===== config.mk =====
export PLATFORM = sky130hd
export DESIGN_NAME = pong_game_ctrl
export DESIGN_NICKNAME = d
export VERILOG_FILES = /design/src/rtl/pong_pkg.sv /design/src/rtl/frame_countdown.sv /design/src/rtl/pong_game_ctrl.sv
export SDC_FILE = /design/constraint.sdc
export NUM_CORES = 1
export LEC_CHECK = 0
export BUFFER_PORTS_ARGS = -buffer_cell sky130_fd_sc_hd__buf_4
export CORE_MARGIN = 1
export CORE_UTILIZATION = 48
export DETAILED_ROUTE_END_ITERATION = 12
export HOLD_SLACK_MARGIN = 0.08
export PLACE_DENSITY = 0.87
export SLEW_MARGIN = 0
export SYNTH_ARGS = -nofsm -noshare
export SYNTH_HDL_FRONTEND = slang
export SYNTH_HIERARCHICAL = 1
export SYNTH_SLANG_ARGS = --single-unit

===== constraint.sdc =====
create_clock -name CLK_50 -period 2.8 [get_ports CLK_50]
set_input_delay 0.14 -clock CLK_50 [delete_from_list [all_inputs] [get_ports CLK_50]]
set_output_delay 0.14 -clock CLK_50 [all_outputs]
set_load 0.005 [all_outputs]

===== src/rtl/pong_pkg.sv =====
// Shared Pong definitions: game-state encodings, winner codes and screen geometry.
// Constants only; no latency and no flow control.
package pong_pkg;

  typedef enum logic [2:0] {
    ST_IDLE  = 3'd0,
    ST_SERVE = 3'd1,
    ST_PLAY  = 3'd2,
    ST_PAUSE = 3'd3,
    ST_POINT = 3'd4,
    ST_OVER  = 3'd5
  } game_state_e;

  localparam logic [1:0] WIN_NONE = 2'b00;
  localparam logic [1:0] WIN_P1   = 2'b01;
  localparam logic [1:0] WIN_P2   = 2'b10;

  localparam int SCORE_W_DEF = 4;

  localparam int SCREEN_W      = 640;
  localparam int SCREEN_H      = 480;
  localparam int PADDLE_MARGIN = 15;
  localparam int P1_PADDLE_X   = PADDLE_MARGIN;
  localparam int P2_PADDLE_X   = SCREEN_W - PADDLE_MARGIN;

  // A ball that reaches a paddle's face without being returned is a miss.
  localparam int LEFT_MISS_X_DEF  = P1_PADDLE_X;
  localparam int RIGHT_MISS_X_DEF = P2_PADDLE_X;

  function automatic int max_int(input int a, input int b);
    return (a > b) ? a : b;
  endfunction

endpackage


===== src/rtl/frame_countdown.sv =====
// Loadable frame down-counter; decrements on frame_tick, done is high while the count is zero.
// Load takes effect on the next edge and wins over a same-cycle tick; no backpressure.
module frame_countdown #(
  parameter int W = 6
) (
  input  logic         CLK_50,
  input  logic         reset_n,
  input  logic         load,
  input  logic [W-1:0] load_val,
  input  logic         tick,
  output logic         done
);

  logic [W-1:0] cnt;

  always_ff @(posedge CLK_50 or negedge reset_n) begin
    if (!reset_n) begin
      cnt <= '0;
    end else if (load) begin
      cnt <= load_val;
    end else if (tick && (cnt != '0)) begin
      cnt <= cnt - W'(1);
    end
  end

  assign done = (cnt == '0);

endmodule


===== src/rtl/pong_game_ctrl.sv =====
// Pong match sequencer: serve countdown, play, pause, point freeze, game over, score keeping.
// All outputs registered, one CLK_50 edge after the qualifying input; pulses are never held off.
module pong_game_ctrl
  import pong_pkg::*;
#(
  parameter int WIN_SCORE    = 7,
  parameter int SERVE_FRAMES = 60,
  parameter int POINT_FRAMES = 90,
  parameter int LEFT_MISS_X  = LEFT_MISS_X_DEF,
  parameter int RIGHT_MISS_X = RIGHT_MISS_X_DEF,
  parameter int SCORE_W      = SCORE_W_DEF
) (
  input  logic               CLK_50,
  input  logic               reset_n,
  input  logic               frame_tick,
  input  logic               start_pulse,
  input  logic               pause_pulse,
  input  logic [9:0]         ball_x,
  output logic               ball_run,
  output logic               ball_reload,
  output logic               serve_dir,
  output logic [SCORE_W-1:0] score_p1,
  output logic [SCORE_W-1:0] score_p2,
  output logic [1:0]         winner,
  output logic [2:0]         game_state
);

  localparam int MAX_FRAMES = max_int(SERVE_FRAMES, POINT_FRAMES);
  localparam int CNT_W      = (MAX_FRAMES > 1) ? $clog2(MAX_FRAMES) : 1;

  localparam logic [CNT_W-1:0]   SERVE_LOAD = CNT_W'(SERVE_FRAMES - 1);
  localparam logic [CNT_W-1:0]   POINT_LOAD = CNT_W'(POINT_FRAMES - 1);
  localparam logic [9:0]         LEFT_X     = 10'(LEFT_MISS_X);
  localparam logic [9:0]         RIGHT_X    = 10'(RIGHT_MISS_X);
  localparam logic [SCORE_W-1:0] WIN_VAL    = SCORE_W'(WIN_SCORE);

  game_state_e      state_q;
  game_state_e      next_state;
  logic             cnt_load;
  logic [CNT_W-1:0] cnt_load_val;
  logic             cnt_done;
  logic             miss_left;
  logic             miss_right;
  logic             enter_serve;
  logic             match_start;

  frame_countdown #(.W(CNT_W)) u_countdown (
    .CLK_50   (CLK_50),
    .reset_n  (reset_n),
    .load     (cnt_load),
    .load_val (cnt_load_val),
    .tick     (frame_tick),
    .done     (cnt_done)
  );

  always_ff @(posedge CLK_50 or negedge reset_n) begin
    if (!reset_n) state_q <= ST_IDLE;
    else          state_q <= next_state;
  end

  always_comb begin
    next_state   = state_q;
    cnt_load     = 1'b0;
    cnt_load_val = '0;
    miss_left    = 1'b0;
    miss_right   = 1'b0;

    case (state_q)
      ST_IDLE: begin
        if (start_pulse) next_state = ST_SERVE;
      end
      ST_SERVE: begin
        if (frame_tick && cnt_done) next_state = ST_PLAY;
      end
      ST_PLAY: begin
        // A miss outranks a simultaneous pause request.
        if (ball_x <= LEFT_X) begin
          miss_left  = 1'b1;
          next_state = ST_POINT;
        end else if (ball_x >= RIGHT_X) begin
          miss_right = 1'b1;
          next_state = ST_POINT;
        end else if (pause_pulse) begin
          next_state = ST_PAUSE;
        end
      end
      ST_PAUSE: begin
        if (pause_pulse)      next_state = ST_PLAY;
        else if (start_pulse) next_state = ST_IDLE;
      end
      ST_POINT: begin
        if (frame_tick && cnt_done) begin
          if ((score_p1 == WIN_VAL) || (score_p2 == WIN_VAL)) next_state = ST_OVER;
          else                                                next_state = ST_SERVE;
        end
      end
      ST_OVER: begin
        if (start_pulse) next_state = ST_SERVE;
      end
      default: next_state = ST_IDLE;
    endcase

    if ((next_state == ST_SERVE) && (state_q != ST_SERVE)) begin
      cnt_load     = 1'b1;
      cnt_load_val = SERVE_LOAD;
    end else if ((next_state == ST_POINT) && (state_q != ST_POINT)) begin
      cnt_load     = 1'b1;
      cnt_load_val = POINT_LOAD;
    end
  end

  assign enter_serve = (next_state == ST_SERVE) && (state_q != ST_SERVE);
  assign match_start = enter_serve && ((state_q == ST_IDLE) || (state_q == ST_OVER));

  always_ff @(posedge CLK_50 or negedge reset_n) begin
    if (!reset_n) begin
      ball_run    <= 1'b0;
      ball_reload <= 1'b0;
      serve_dir   <= 1'b1;
      score_p1    <= '0;
      score_p2    <= '0;
      winner      <= WIN_NONE;
    end else begin
      ball_run    <= (next_state == ST_PLAY);
      ball_reload <= enter_serve;
      if (match_start) begin
        score_p1  <= '0;
        score_p2  <= '0;
        winner    <= WIN_NONE;
        serve_dir <= 1'b1;
      end
      // The next serve goes toward whoever conceded the point.
      if (miss_left) begin
        score_p2  <= score_p2 + SCORE_W'(1);
        serve_dir <= 1'b0;
      end else if (miss_right) begin
        score_p1  <= score_p1 + SCORE_W'(1);
        serve_dir <= 1'b1;
      end
      if ((state_q == ST_POINT) && (next_state == ST_OVER)) begin
        winner <= (score_p1 == WIN_VAL) ? WIN_P1 : WIN_P2;
      end
    end
  end

  assign game_state = state_q;

endmodule


# [Word-level counts from Yosys, hierarchy flattened]
# Cells that the tools add are included.
[op_classes] muxes=32 reduce_logical=16 n_eq_ne=13 magnitude_cmp=2 addsub=3
[op_table] operator="7-bit 2-to-1 mux" count=4
[op_table] operator="3-bit 2-to-1 mux" count=9
[op_table] operator="4-bit 2-to-1 mux" count=5
[op_table] operator="3-bit one-hot mux with 5 select lines" count=1
[op_table] operator="3-bit == test, second input constant" count=4
[op_table] operator="10-bit >= comparator, second input constant" count=1
[op_table] operator="10-bit by 4-bit less-or-equal comparator with 1-bit output, second input constant" count=1
[op_table] operator="1-bit 2-to-1 mux" count=10
[op_table] operator="3-bit by 2-bit == test with 1-bit output, second input constant" count=3
[op_table] operator="4-bit by 1-bit adder with 4-bit output, second input constant" count=2
[op_table] operator="4-bit by 3-bit == test with 1-bit output, second input constant" count=2
[op_table] operator="7-bit logical NOT" count=1
[op_table] operator="7-bit nonzero test" count=1
[op_table] operator="7-bit by 1-bit subtractor with 7-bit output, second input constant" count=1
[op_table] operator="3-bit by 1-bit == test with 1-bit output, second input constant" count=2
[op_table] operator="1-bit logical AND" count=6
[op_table] operator="2-bit 2-to-1 mux" count=3
[op_table] operator="2-bit nonzero test" count=3
[op_table] operator="3-bit logical NOT" count=1
[op_table] operator="3-bit by 1-bit inequality test with 1-bit output, second input constant" count=1
[op_table] operator="3-bit inequality test, second input constant" count=1
[op_table] operator="3-bit nonzero test" count=1
[op_table] operator="1-bit logical OR" count=2
[op_table] operator="2-bit OR reduction" count=1
[word_totals] output_inout_bits=16 in_bits=15 register_bits=23

# [Longest topological paths before layout]
# Gate-level depths: netlist (run 1).
[logic_depth] word_depth=11 mapped_depth=13 ltp_nobuf=12

# [Modules after synthesis]
# The synthesis (run 1) kept the hierarchy.
[by_module_without_submodules] mod="pong_game_ctrl" n_inst=1 seq_area_each_um2=401.6 area_per_inst_um2=944.7 cells_each=106
[by_module_without_submodules] mod="frame_countdown" n_inst=1 seq_area_each_um2=175.2 area_per_inst_um2=461.7 cells_each=52

# [Least setup slack after synthesis (run 1)]
# No wires, ideal clock.
[synth_path] path_type="register to register" startpoint="reg u_countdown.cnt[1]" endpoint="reg u_countdown.cnt[0]" path_slack_ns=-0.175 t_required_ns=2.670 arrival_time_ns=2.844 stages_incl_launch_ff=14 path_buffers=1 cell_sequence="dfrtp_1 > inv_1 > ha_1 > or3b_2 > nor2_1 > nand2_1 > a31oi_1 > a2111oi_0 > or4_4 > o21bai_2 > clkbuf_1 > nor2_1 > o211ai_1 > nand3_1"
[synth_between] elab_chain_cells=9 word_cells_on_any_way=17 classes_between="eq/ne (2); mux (8); reduce/logical (7)"
[synth_rtl] item="from (decl)" line_no="frame_countdown.sv:14" text="logic [W-1:0] cnt;"
[synth_rtl] item="from (signal assigned)" line_no="frame_countdown.sv:20" text="cnt <= load_val;"
[synth_rtl] item="from (signal assigned)" line_no="frame_countdown.sv:22" text="cnt <= cnt - W'(1);"
[synth_rtl] item="7-bit logical NOT *" line_no="frame_countdown.sv:26" text="assign done = (cnt == '0);"
[synth_rtl] item="via cnt_done" line_no="pong_game_ctrl.sv:41" text="logic cnt_done;"
[synth_rtl] item="1-bit logical AND *" line_no="pong_game_ctrl.sv:73, pong_game_ctrl.sv:92"
[synth_rtl] item="3-bit 2-to-1 mux (on tied branches)" line_no="pong_game_ctrl.sv:92, pong_game_ctrl.sv:73"
[synth_rtl] item="3-bit one-hot mux with 5 select lines *" line_no="pong_game_ctrl.sv:68" text="case (state_q)"
[synth_rtl] item="via next_state[2]" line_no="pong_game_ctrl.sv:38" text="game_state_e next_state;"
[synth_rtl] item="3-bit == test" line_no="pong_game_ctrl.sv:106" text="end else if ((next_state == ST_POINT) && (state_q != ST_POINT)) begin"
[synth_rtl] item="1-bit logical AND" line_no="pong_game_ctrl.sv:106"
[synth_rtl] item="1-bit 2-to-1 mux" line_no="pong_game_ctrl.sv:106"
[synth_rtl] item="1-bit 2-to-1 mux *" line_no="pong_game_ctrl.sv:103" text="if ((next_state == ST_SERVE) && (state_q != ST_SERVE)) begin"
[synth_rtl] item="via cnt_load" line_no="pong_game_ctrl.sv:39" text="logic cnt_load;"
[synth_rtl] item="7-bit 2-to-1 mux / 2-bit nonzero test (equally long branches)"
# Mark *: on every way through the listed nets, which the timed path passes. The rest lies on a longest branch.
# A chain may end at the register's enable or synchronous reset.

# [Worst setup path after layout (run 1)]
[layout_path] startpoint="reg u_countdown.cnt[1]" endpoint="reg u_countdown.cnt[5]"
# The elaborated chain is that of the path after synthesis.

==> results of run 1 <==
## layout make-up
cell class,count,area [um2]
multi-input cells,123,873
clock buffers,3,22.5
clock inverters,1,7.51
well taps,31,38.8
repair buffers,48,370
inverters,9,33.8
fillers,209,835
flip-flops and latches,23,577
## how the worst min path moves through the flow
stage,start,endpoint,cells after the start,slack [ps]
finish,pause_pulse,game_state[0]$_DFF_PN0_,3,150
global placement,reset_n,u_countdown/cnt[3]$_DFFE_PN0P_,1,50
CTS,pause_pulse,game_state[0]$_DFF_PN0_,3,160
detailed placement,reset_n,u_countdown/cnt[3]$_DFFE_PN0P_,1,60
global route,frame_tick,u_countdown/cnt[0]$_DFFE_PN0P_,3,160
floorplan,reset_n,ball_reload$_DFF_PN0_,0,-160
## what timing repair did
| action | in CTS | in global routing |
|---|---|---|
| pin swaps | 5 | 7 |
| hold endpoints to repair | 23 | 0 |
| hold buffers | 1 | 0 |
| gates resized for setup | 14 | 5 |
| endpoints found under the setup margin | 2 | 6 |
| buffers inserted | 6 | 0 |
## synthesized netlist by cell type, types with 2 or more instances
cell type and count:
clkbuf_1 2, ha_1 3, and2_1 2, nor3_1 2, nand2b_1 4, a31oi_1 5
o31ai_1 2, or2_2 4, nand4_1 4, o21ai_0 13, dfrtp_1 22, o211ai_1 2
nor2_1 12, a311o_1 2, nor2b_1 8, o21a_1 2, a21oi_1 6, nor3b_1 2
nor4_1 3, a22oi_1 2, mux2i_1 3, nand3_1 4, inv_1 9, nand2_1 17
## worst max-delay path: cells and delay by family (launching register included)
kind | cells | cell delay (ps)
fa+ha+maj | 1 | 130
buf+inv | 1 | 90
flops | 1 | 410
simple gates | 5 | 1200
compound gates | 5 | 800
## where the power goes
group,switching [mW],internal [mW],total [mW]
Sequential,0.106,0.424,0.530
Combinational,0.495,0.542,1.04
Clock,0.115,0.0549,0.170
Total,0.716,1.02,1.74
## registers in the layout, summed over array words and instances, names as in the netlist
name             cells
ball_reload          1
ball_run             1
game_state           3
score_p1             4
score_p2             4
serve_dir            1
u_countdown/cnt      7
winner               2
## metrics by stage
step	utilization, %	std cells	power [mW]
2_1_floorplan	-	158	1.04
3_3_place_gp	63.5	227	1.32
3_5_place_dp	63.5	227	1.37
4_1_cts	69.0	238	1.66
5_1_grt	69.7	238	1.83
6_report	69.7	238	1.74
## logic make-up after synthesis
| family | share of synthesized area (%) |
|---|---|
| other | 0.267 |
| adder cells (fa/ha/maj) | 2.67 |
| AND/OR/NAND/NOR | 27.0 |
| buffers and inverters | 3.29 |
| XOR/XNOR | 0.623 |
| flip-flops | 41.0 |
| AO/OA/AOI/OAI | 23.0 |
| multiplexers | 2.14 |
## layer usage
| metal | up-vias | GRT usage, % |
|---|---|---|
| met4 | 0 | 11.5 |
| met2 | 61 | 44.9 |
| li1 | 670 | - |
| met1 | 666 | 27.1 |
| met5 | - | 0 |
| met3 | 13 | 3.72 |
==> results.md, run 1 <==
- Outcome: complete, no violations
- R2R depth: 12
- Highest metal used: met4
- Critical-path top delay cell: or4_4
- Worst hold slack: about 150 ps
- Antenna viol nets, final: 0
- Post-synthesis register bit count: 23
- Die Span X: 56.1 um
- Setup-failing EPs final: 0
- CP Capture Type: flop
- TritonCTS Buffers: 3
- Most frequent cells in the layout: 45 x buf_4, 22 x dfrtp_1, 16 x nand2_1, 13 x o21ai_0, 11 x nor2_1
- Max-cap violations: 0
- Worst setup path endpoint: u_countdown/cnt[5]$_DFFE_PN0P_
- Worst EP arrival: slightly below 3000 ps
- Pin count of the biggest net entering global routing: 24
- Worst hold path class: in -> reg
- Crit path cell chain: inv_2 > ha_4 > or3b_4 > nor2_4 > nand2_2 > a31oi_4 > a2111oi_4 > or4_4 > o21bai_4 > nand2b_4 > a41oi_1 > a221o_1
- Worst setup SP type: flop
- PortBufs: 30
- DP Worst Slack: -85.3 ps
- Routed length per instance: ~15 um
- WL met2: between 1.5 and 2 mm
- DP HPWL: about 2.5 mm
- CTS tree: done
- First-pass GRT wire length: about 6.0 mm
- Setup_tns: 0 ps
- Most common cell after layout, fill and taps aside: buf_4
- Row count: 19
- Slew HR: between 50% and 60%
- Synth top area share: about 40%
- Fmax: around 0.36 GHz
- Worst-Margin Slew: roughly 600 ps
- Worst endpoint required time: 3020 ps
- Final worst path period share: 98.1%
- Starting DRT DRC Count: 54
- Main area contributors after synthesis: dfrtp_1 39%, o21ai_0 4.6%, nand2_1 4.5%
- Total wire length: roughly 3.7 mm
- I/O pin cnt: 31
- H-tree lvl count: 1
- Clk_lat worst skew: approximately 340 ps
- Placer Congestion: approximately 0.80
- Final min period: roughly 2700 ps
- Syn Area/Cell: roughly 8.9 um2
- Post-synth cell types: between 40 and 50
- Detailed-router iteration count before antenna repair: 4
- Die Height: roughly 56 um
- Metal-1 WL: ~1.5 mm
- Clock tree buffer depth: 2
- Synth-to-layout area growth: 36.7%
- Via count: 1410
- # diodes: 0
- TritonCTS Sinks: 23
- Number of synthesized flops with an enable pin: 0
- Number of global-route vias before repair: between 1000 and 1500
- Hold violation total from the final report: 0
- Met3 routed WL: a little under 200 um
- Worst setup margin: around 52 ps
- Peak supply drop: between 0.8 and 0.9 mV
- CP Class: reg -> reg
- Root buf cell: clkbuf_4
- CP peak stage delay: 460 ps
- Clk slew on worst S/H paths: 130 ps
- Pleak: approximately 0.88 nW
- Sequential share of the synthesized area: 41.0%
- Initial core utilization: between 50% and 60%
- Syn Nets: 176
- Grt ovf: 0
- Die area: approximately 0.0032 mm2
- R2R Path Start: u_countdown/cnt[1]$_DFFE_PN0P_
- Remaining DRCs: 0
- CP Max Fanout: 4
- Clk_skew: roughly 17 ps
- Flop2flop setup slack: between 50 and 60 ps
- Vias per cell: approximately 5.9
- GRT Util Overall: roughly a quarter
- Post-synth top area cell: dfrtp_1
- Worst reg2reg path endpoint: u_countdown/cnt[5]$_DFFE_PN0P_
- Yosys warns: 6
- Fin area: 0.00192 mm2
- Mapped Area: about 0.0014 mm2
- CP Launch Point: u_countdown/cnt[1]$_DFFE_PN0P_
- Async S/R FF share, synth: 100%
- Syn Inst Count: between 150 and 200
- Pwr Density: 903 mW/mm2
- RSZ-0062 raised after global routing: yes
- Nets: approximately 230
- Pins over their slew limit: 0
- Ys flop type: dfrtp_1
- Core area: ~0.0028 mm2
- Initial antenna violation count: 0
- Share of cells above drive strength 1: 35.7%
- Placed Area: 0.00175 mm2
(Power assumes the default switching activity.)
==> run 2: changes to the inputs <==
--- a/config.mk
+++ b/config.mk
@@ -5,12 +5,13 @@
 export SDC_FILE = /design/constraint.sdc
 export NUM_CORES = 1
 export LEC_CHECK = 0
+export ABC_CLOCK_PERIOD_IN_PS = 2800
 export BUFFER_PORTS_ARGS = -buffer_cell sky130_fd_sc_hd__buf_4
 export CORE_MARGIN = 1
 export CORE_UTILIZATION = 48
 export DETAILED_ROUTE_END_ITERATION = 12
-export HOLD_SLACK_MARGIN = 0.08
 export PLACE_DENSITY = 0.87
+export RECOVER_POWER = 100
 export SLEW_MARGIN = 0
 export SYNTH_ARGS = -nofsm -noshare
 export SYNTH_HDL_FRONTEND = slang
==> results.md, run 2 (same netlist as run 1, synthesis figures left out) <==
- Worst reg2reg path endpoint: u_countdown/cnt[5]$_DFFE_PN0P_
- Outcome: complete, no violations
- Final min period: approximately 2700 ps
- Hold violation total from the final report: 0
- Nets: 226
- Die Height: ~56 um
- Number of global-route vias before repair: roughly 1400
- Power share of the combinational group: between 50% and 60%
- Share of cells above drive strength 1: 35.3%
- Worst hold slack: about 150 ps
- Die Span X: around 56 um
- H-tree lvl count: 1
- Placer Congestion: roughly 0.80
- Clock tree buffer depth: 2
- DP HPWL: roughly 2.5 mm
- End of the worst hold path: game_state[0]$_DFF_PN0_
- Initial antenna violation count: 0
- CP Max Fanout: 4
- Switching power: approximately 0.71 mW
- # diodes: 0
- Grt ovf: 0
- Antenna viol nets, final: 0
- Flop2flop setup slack: approximately 65 ps
- CP Class: reg -> reg
- Clk_skew: approximately 17 ps
- CP peak stage delay: between 400 and 500 ps
- Root buf cell: clkbuf_4
- Internal power: between 1 and 1.5 mW
- Remaining DRCs: 0
- Most frequent cells in the layout: 30 x buf_4, 22 x dfrtp_1, 17 x clkbuf_4, 16 x nand2_1, 13 x o21ai_0
- Worst endpoint required time: a little over 3000 ps
- Pleak: a little under 0.9 nW
- Critical-path top delay cell: dfrtp_1
- Biggest register: u_countdown/cnt
- Net Sw Frac: slightly above 40%
- Most common cell after layout, fill and taps aside: buf_4
- Vias per cell: ~5.9
- TritonCTS Sinks: 23
- TritonCTS Buffers: 3
- Hold Crit Depth: 3
- Crit path cell chain: inv_2 > ha_4 > or3b_4 > nor2_4 > nand2_2 > buf_6 > mux2i_2 > a21o_1 > or2_4 > o21bai_4 > nand2b_4 > a41oi_1 > a221o_1
- Fill count: between 200 and 250
- Seq pwr share: between 30% and 40%
- CTS tree: done
- Worst EP arrival: 2950 ps
- Pin count of the biggest net entering global routing: 24
- Total wire length: 3.63 mm
- Largest regs: u_countdown/cnt: 7 flops, score_p1: 4 flops, score_p2: 4 flops
- Detailed-router iteration count before antenna repair: 4
- Setup-failing EPs final: 0
- Core area: about 0.0028 mm2
- Die area: between 0.003 and 0.004 mm2
- Row count: 19
- R2R depth: 13
- Clk slew on worst S/H paths: approximately 130 ps
- I/O pin cnt: 31
- Largest register FFs: 7
- GRT Util Overall: between 20 and 25%
- RSZ-0062 raised after global routing: yes
- Max-cap violations: 0
- Worst-Margin Slew: roughly 1300 ps
- Pins over their slew limit: 0
- Synth-to-layout area growth: 36.5%
- PortBufs: 30
- Clk_lat worst skew: around 340 ps
- Final worst path period share: 97.7%
- R2R Path Start: u_countdown/cnt[1]$_DFFE_PN0P_
- Initial core utilization: between 50% and 60%
- Routed length per instance: 15.2 um
- Pwr Density: approximately 900 mW/mm2
- Peak supply drop: approximately 0.85 mV
- Slew HR: between 10 and 15%
- Fmax: 0.366 GHz
- Starting DRT DRC Count: 54
- Hold Startpoint: pause_pulse
- Worst setup SP type: flop
- Power, Total: approximately 1.7 mW
- CP Capture Type: flop
- First-pass GRT wire length: about 6 mm
- Worst hold path class: in -> reg
- Clock share of power: between 9 and 10%
- Via count: 1409
run 2: how the worst max path moves through the flow:
stage	startpoint	endpoint	cells past startpoint
6_report	u_countdown/cnt[1]$_DFFE_PN0P_	u_countdown/cnt[5]$_DFFE_PN0P_	13
3_3_place_gp	u_countdown/cnt[1]$_DFFE_PN0P_	u_countdown/cnt[0]$_DFFE_PN0P_	13
2_1_floorplan	u_countdown/cnt[1]$_DFFE_PN0P_	u_countdown/cnt[5]$_DFFE_PN0P_	12
5_1_grt	u_countdown/cnt[1]$_DFFE_PN0P_	u_countdown/cnt[5]$_DFFE_PN0P_	13
4_1_cts	u_countdown/cnt[1]$_DFFE_PN0P_	u_countdown/cnt[5]$_DFFE_PN0P_	12
3_5_place_dp	u_countdown/cnt[1]$_DFFE_PN0P_	u_countdown/cnt[0]$_DFFE_PN0P_	13
run 2: metal layers:
layer	track usage, %	up-vias	part of all wire [%]
met5	0	-	0
met4	11.5	0	2.4
met3	3.72	11	5.1
met2	44.9	55	53
met1	27.1	673	40
li1	-	670	-
run 2: cell type report:
class / instances / area, um2 / share of cell area [%]
multi-input combinational: 123 / 873 / 45.5
sequential: 23 / 577 / 30.1
timing repair buffer: 48 / 367 / 19.1
tap: 31 / 38.8 / 2.02
inverter: 9 / 33.8 / 1.76
clock buffer: 3 / 22.5 / 1.17
clock inverter: 1 / 7.51 / 0.391
run 2: power by group through the flow:
stage                     clock network (mW)  logic, mW  registers [mW]
after floorplan                            0      0.542           0.500
after global placement                     0      0.810           0.511
after CTS                              0.173      0.966           0.524
final                                  0.170       1.03           0.529
after global routing                   0.180       1.11           0.542
after detailed placement                   0      0.851           0.523
run 2: critical path, delay by kind of cell, from the launching register on:
family | cells | cell delay (ps)
multiplexers | 1 | 150
flip-flops | 1 | 420
buffers and inverters | 2 | 210
AND/OR/NAND/NOR | 5 | 980
AO/OA/AOI/OAI | 4 | 730
adder cells (fa/ha/maj) | 1 | 130
run 2: per-stage QoR:
stage	setup TNS, ps	utilization (%)	worst slack [ps]	instances	cell area (um2)
after global placement	0	63.5	105	227	1750
after CTS	0	69.0	2.38	238	1900
after global routing	-73.1	69.6	-55.5	238	1920
after floorplan	0	-	1.18	158	1420
after detailed placement	-116	63.5	-85.3	227	1750
final	0	69.6	64.7	238	1920
run 2: repair_timing:
| action | in CTS | in global routing |
|---|---|---|
| buffers inserted | 6 | 0 |
| hold endpoints to repair | 23 | 0 |
| endpoints found under the setup margin | 2 | 6 |
| pin swaps | 5 | 7 |
| hold buffers | 1 | 0 |
| gates resized for setup | 14 | 5 |
==> run 3: changes to the inputs <==
--- a/config.mk
+++ b/config.mk
@@ -8,9 +8,9 @@
 export ABC_CLOCK_PERIOD_IN_PS = 2800
 export BUFFER_PORTS_ARGS = -buffer_cell sky130_fd_sc_hd__buf_4
 export CORE_MARGIN = 1
-export CORE_UTILIZATION = 48
+export CORE_UTILIZATION = 40
 export DETAILED_ROUTE_END_ITERATION = 12
-export PLACE_DENSITY = 0.87
+export PLACE_DENSITY = 0.76
 export RECOVER_POWER = 100
 export SLEW_MARGIN = 0
 export SYNTH_ARGS = -nofsm -noshare
==> results.md, run 3 (same netlist as run 1, synthesis figures left out) <==
- Outcome: complete, no violations
- CP Class: reg -> reg
- Antenna viol nets, final: 0
- Row count: 21
- Hold violation total from the final report: 0
- CTS tree: done
- Starting DRT DRC Count: 45
- Worst hold path class: in -> reg
- CP peak stage delay: between 400 and 500 ps
- Root buf cell: clkbuf_4
- Worst endpoint required time: 3010 ps
- I/O pin cnt: 31
- Initial antenna violation count: 0
- Total wire length: roughly 3.4 mm
- Die area: 0.00376 mm2
- Pwr Density: between 800 and 900 mW/mm2
- Nets: between 200 and 250
- Fill count: 308
- Peak supply drop: 0.370 mV
- Number of global-route vias before repair: 1243
- CP Max Fanout: 5
- Setup-failing EPs final: 0
- Pins over their slew limit: 0
- TritonCTS Buffers: 3
- Cell mode on critical path: buf_4
- Placed Area: between 0.0015 and 0.002 mm2
- Grt ovf: 0
- Biggest register: u_countdown/cnt
- DP Cell Count: around 240
- Placer Congestion: roughly 0.8
- Critical-path top delay cell: or4_4
- PortBufs: 30
- TritonCTS Sinks: 23
- Fin area: a little under 0.002 mm2
- Setup_tns: 0 ps
- Worst setup SP type: flop
- Worst hold slack: approximately 150 ps
- Power, Total: ~1.7 mW
- Via count: 1389
- CP delay by family, top: simple AND/OR/NAND/NOR gates
- Synth-to-layout area growth: 41.0%
- Die Height: around 61 um
- Final worst path period share: 97.3%
- Detailed-router iteration count before antenna repair: 4
- Worst-Margin Slew: around 1200 ps
- Core area: approximately 0.0034 mm2
- CP Capture Type: flop
- Worst EP arrival: ~2900 ps
- GRT Util Overall: 19.1%
- Pleak: around 0.92 nW
- Clock tree buffer depth: 2
- Share of cells above drive strength 1: a little over a third
- Crit path cell chain: inv_2 > ha_4 > or3b_4 > nor2_4 > nand2_4 > a31oi_4 > a2111oi_4 > or4_4 > o21bai_4 > buf_4 > buf_4 > nor2_1 > o211ai_1 > nand3_1
- Slew HR: approximately 17%
- DP HPWL: ~2.3 mm
- Final min period: around 2700 ps
- Most common cell after layout, fill and taps aside: buf_4
- Clk_skew: roughly 2.1 ps
- Clk slew on worst S/H paths: 140 ps
- First-pass GRT wire length: between 5 and 6 mm
- Die Span X: about 60 um
- Pin count of the biggest net entering global routing: 24
- # diodes: 0
- RSZ-0062 raised after global routing: yes
- Vias per cell: around 5.3
- Crit path buf inv count: 3
- Clk_lat worst skew: around 310 ps
- Initial core utilization: a little over two fifths
- Max-cap violations: 0
- Largest regs: u_countdown/cnt: 7 flops, score_p1: 4 flops, score_p2: 4 flops
- Most frequent cells in the layout: 40 x buf_4, 22 x dfrtp_1, 16 x nand2_1, 16 x clkbuf_4, 13 x o21ai_0
- Remaining DRCs: 0
- H-tree lvl count: 1
- Non-filler cells, final: between 200 and 300
- Routed length per instance: 12.9 um
- Fmax: between 0.3 and 0.4 GHz
- Largest register FFs: 7
run 3: changes by cell type in the layout (fill, tap and decap cells not counted), sizes merged:
cell / change
buf: +9
run 3: cell type report:
type | count | area [um2] | share of cell area, %
inverters | 9 | 33.8 | 1.70
repair buffers | 57 | 427 | 21.5
clock buffers | 3 | 22.5 | 1.14
flip-flops and latches | 23 | 577 | 29.1
well taps | 46 | 57.6 | 2.90
multi-input cells | 123 | 858 | 43.3
clock inverters | 1 | 7.51 | 0.379
run 3: power breakdown:
part	switching, mW	internal (mW)
Sequential	0.0957	0.424
Combinational	0.475	0.527
Clock	0.107	0.0544
Total	0.678	1.01
run 3: worst min-delay path: cells and delay by family:
family / cells / cell delay [ps]
AND/OR/NAND/NOR: 1 / 80
AO/OA/AOI/OAI: 1 / 90
buffers and inverters: 1 / 110
run 3: final timing paths:
check                                                from                        endpoint  slack [ps]  cells past startpoint
min                                           pause_pulse         game_state[0]$_DFF_PN0_         150                      3
min reg2reg                       score_p2[3]$_DFFE_PN0P_         score_p2[3]$_DFFE_PN0P_         530                      1
max reg2reg                u_countdown/cnt[0]$_DFFE_PN0P_  u_countdown/cnt[0]$_DFFE_PN0P_          80                     14
min in group asynchronous                         reset_n  u_countdown/cnt[3]$_DFFE_PN0P_         600                      2
max                        u_countdown/cnt[0]$_DFFE_PN0P_  u_countdown/cnt[0]$_DFFE_PN0P_          80                     14
max in group asynchronous                         reset_n         score_p2[1]$_DFFE_PN0P_        1480                      2
run 3: layer usage:
metal,GRT usage (%),share of wire (%),up-vias
met4,8.77,2.3,0
li1,-,-,692
met3,2.52,4.2,10
met2,30.4,47,50
met5,0,0,-
met1,25.8,46,637
run 3: what timing repair did:
| action | 4_1_cts | 5_1_grt |
|---|---|---|
| pin swaps | 5 | 6 |
| gates resized for setup | 10 | 5 |
| setup endpoints to repair | 1 | 8 |
| setup buffers | 14 | 1 |
| hold buffers | 1 | 0 |
| endpoints found under the hold margin | 23 | 0 |
run 3: metrics by stage:
step,setup WS [ps],util [%]
2_1_floorplan,1.18,-
3_5_place_dp,-15.6,53.1
3_3_place_gp,64.0,53.1
5_1_grt,-46.4,59.0
4_1_cts,7.65,58.3
6_report,75.0,59.0
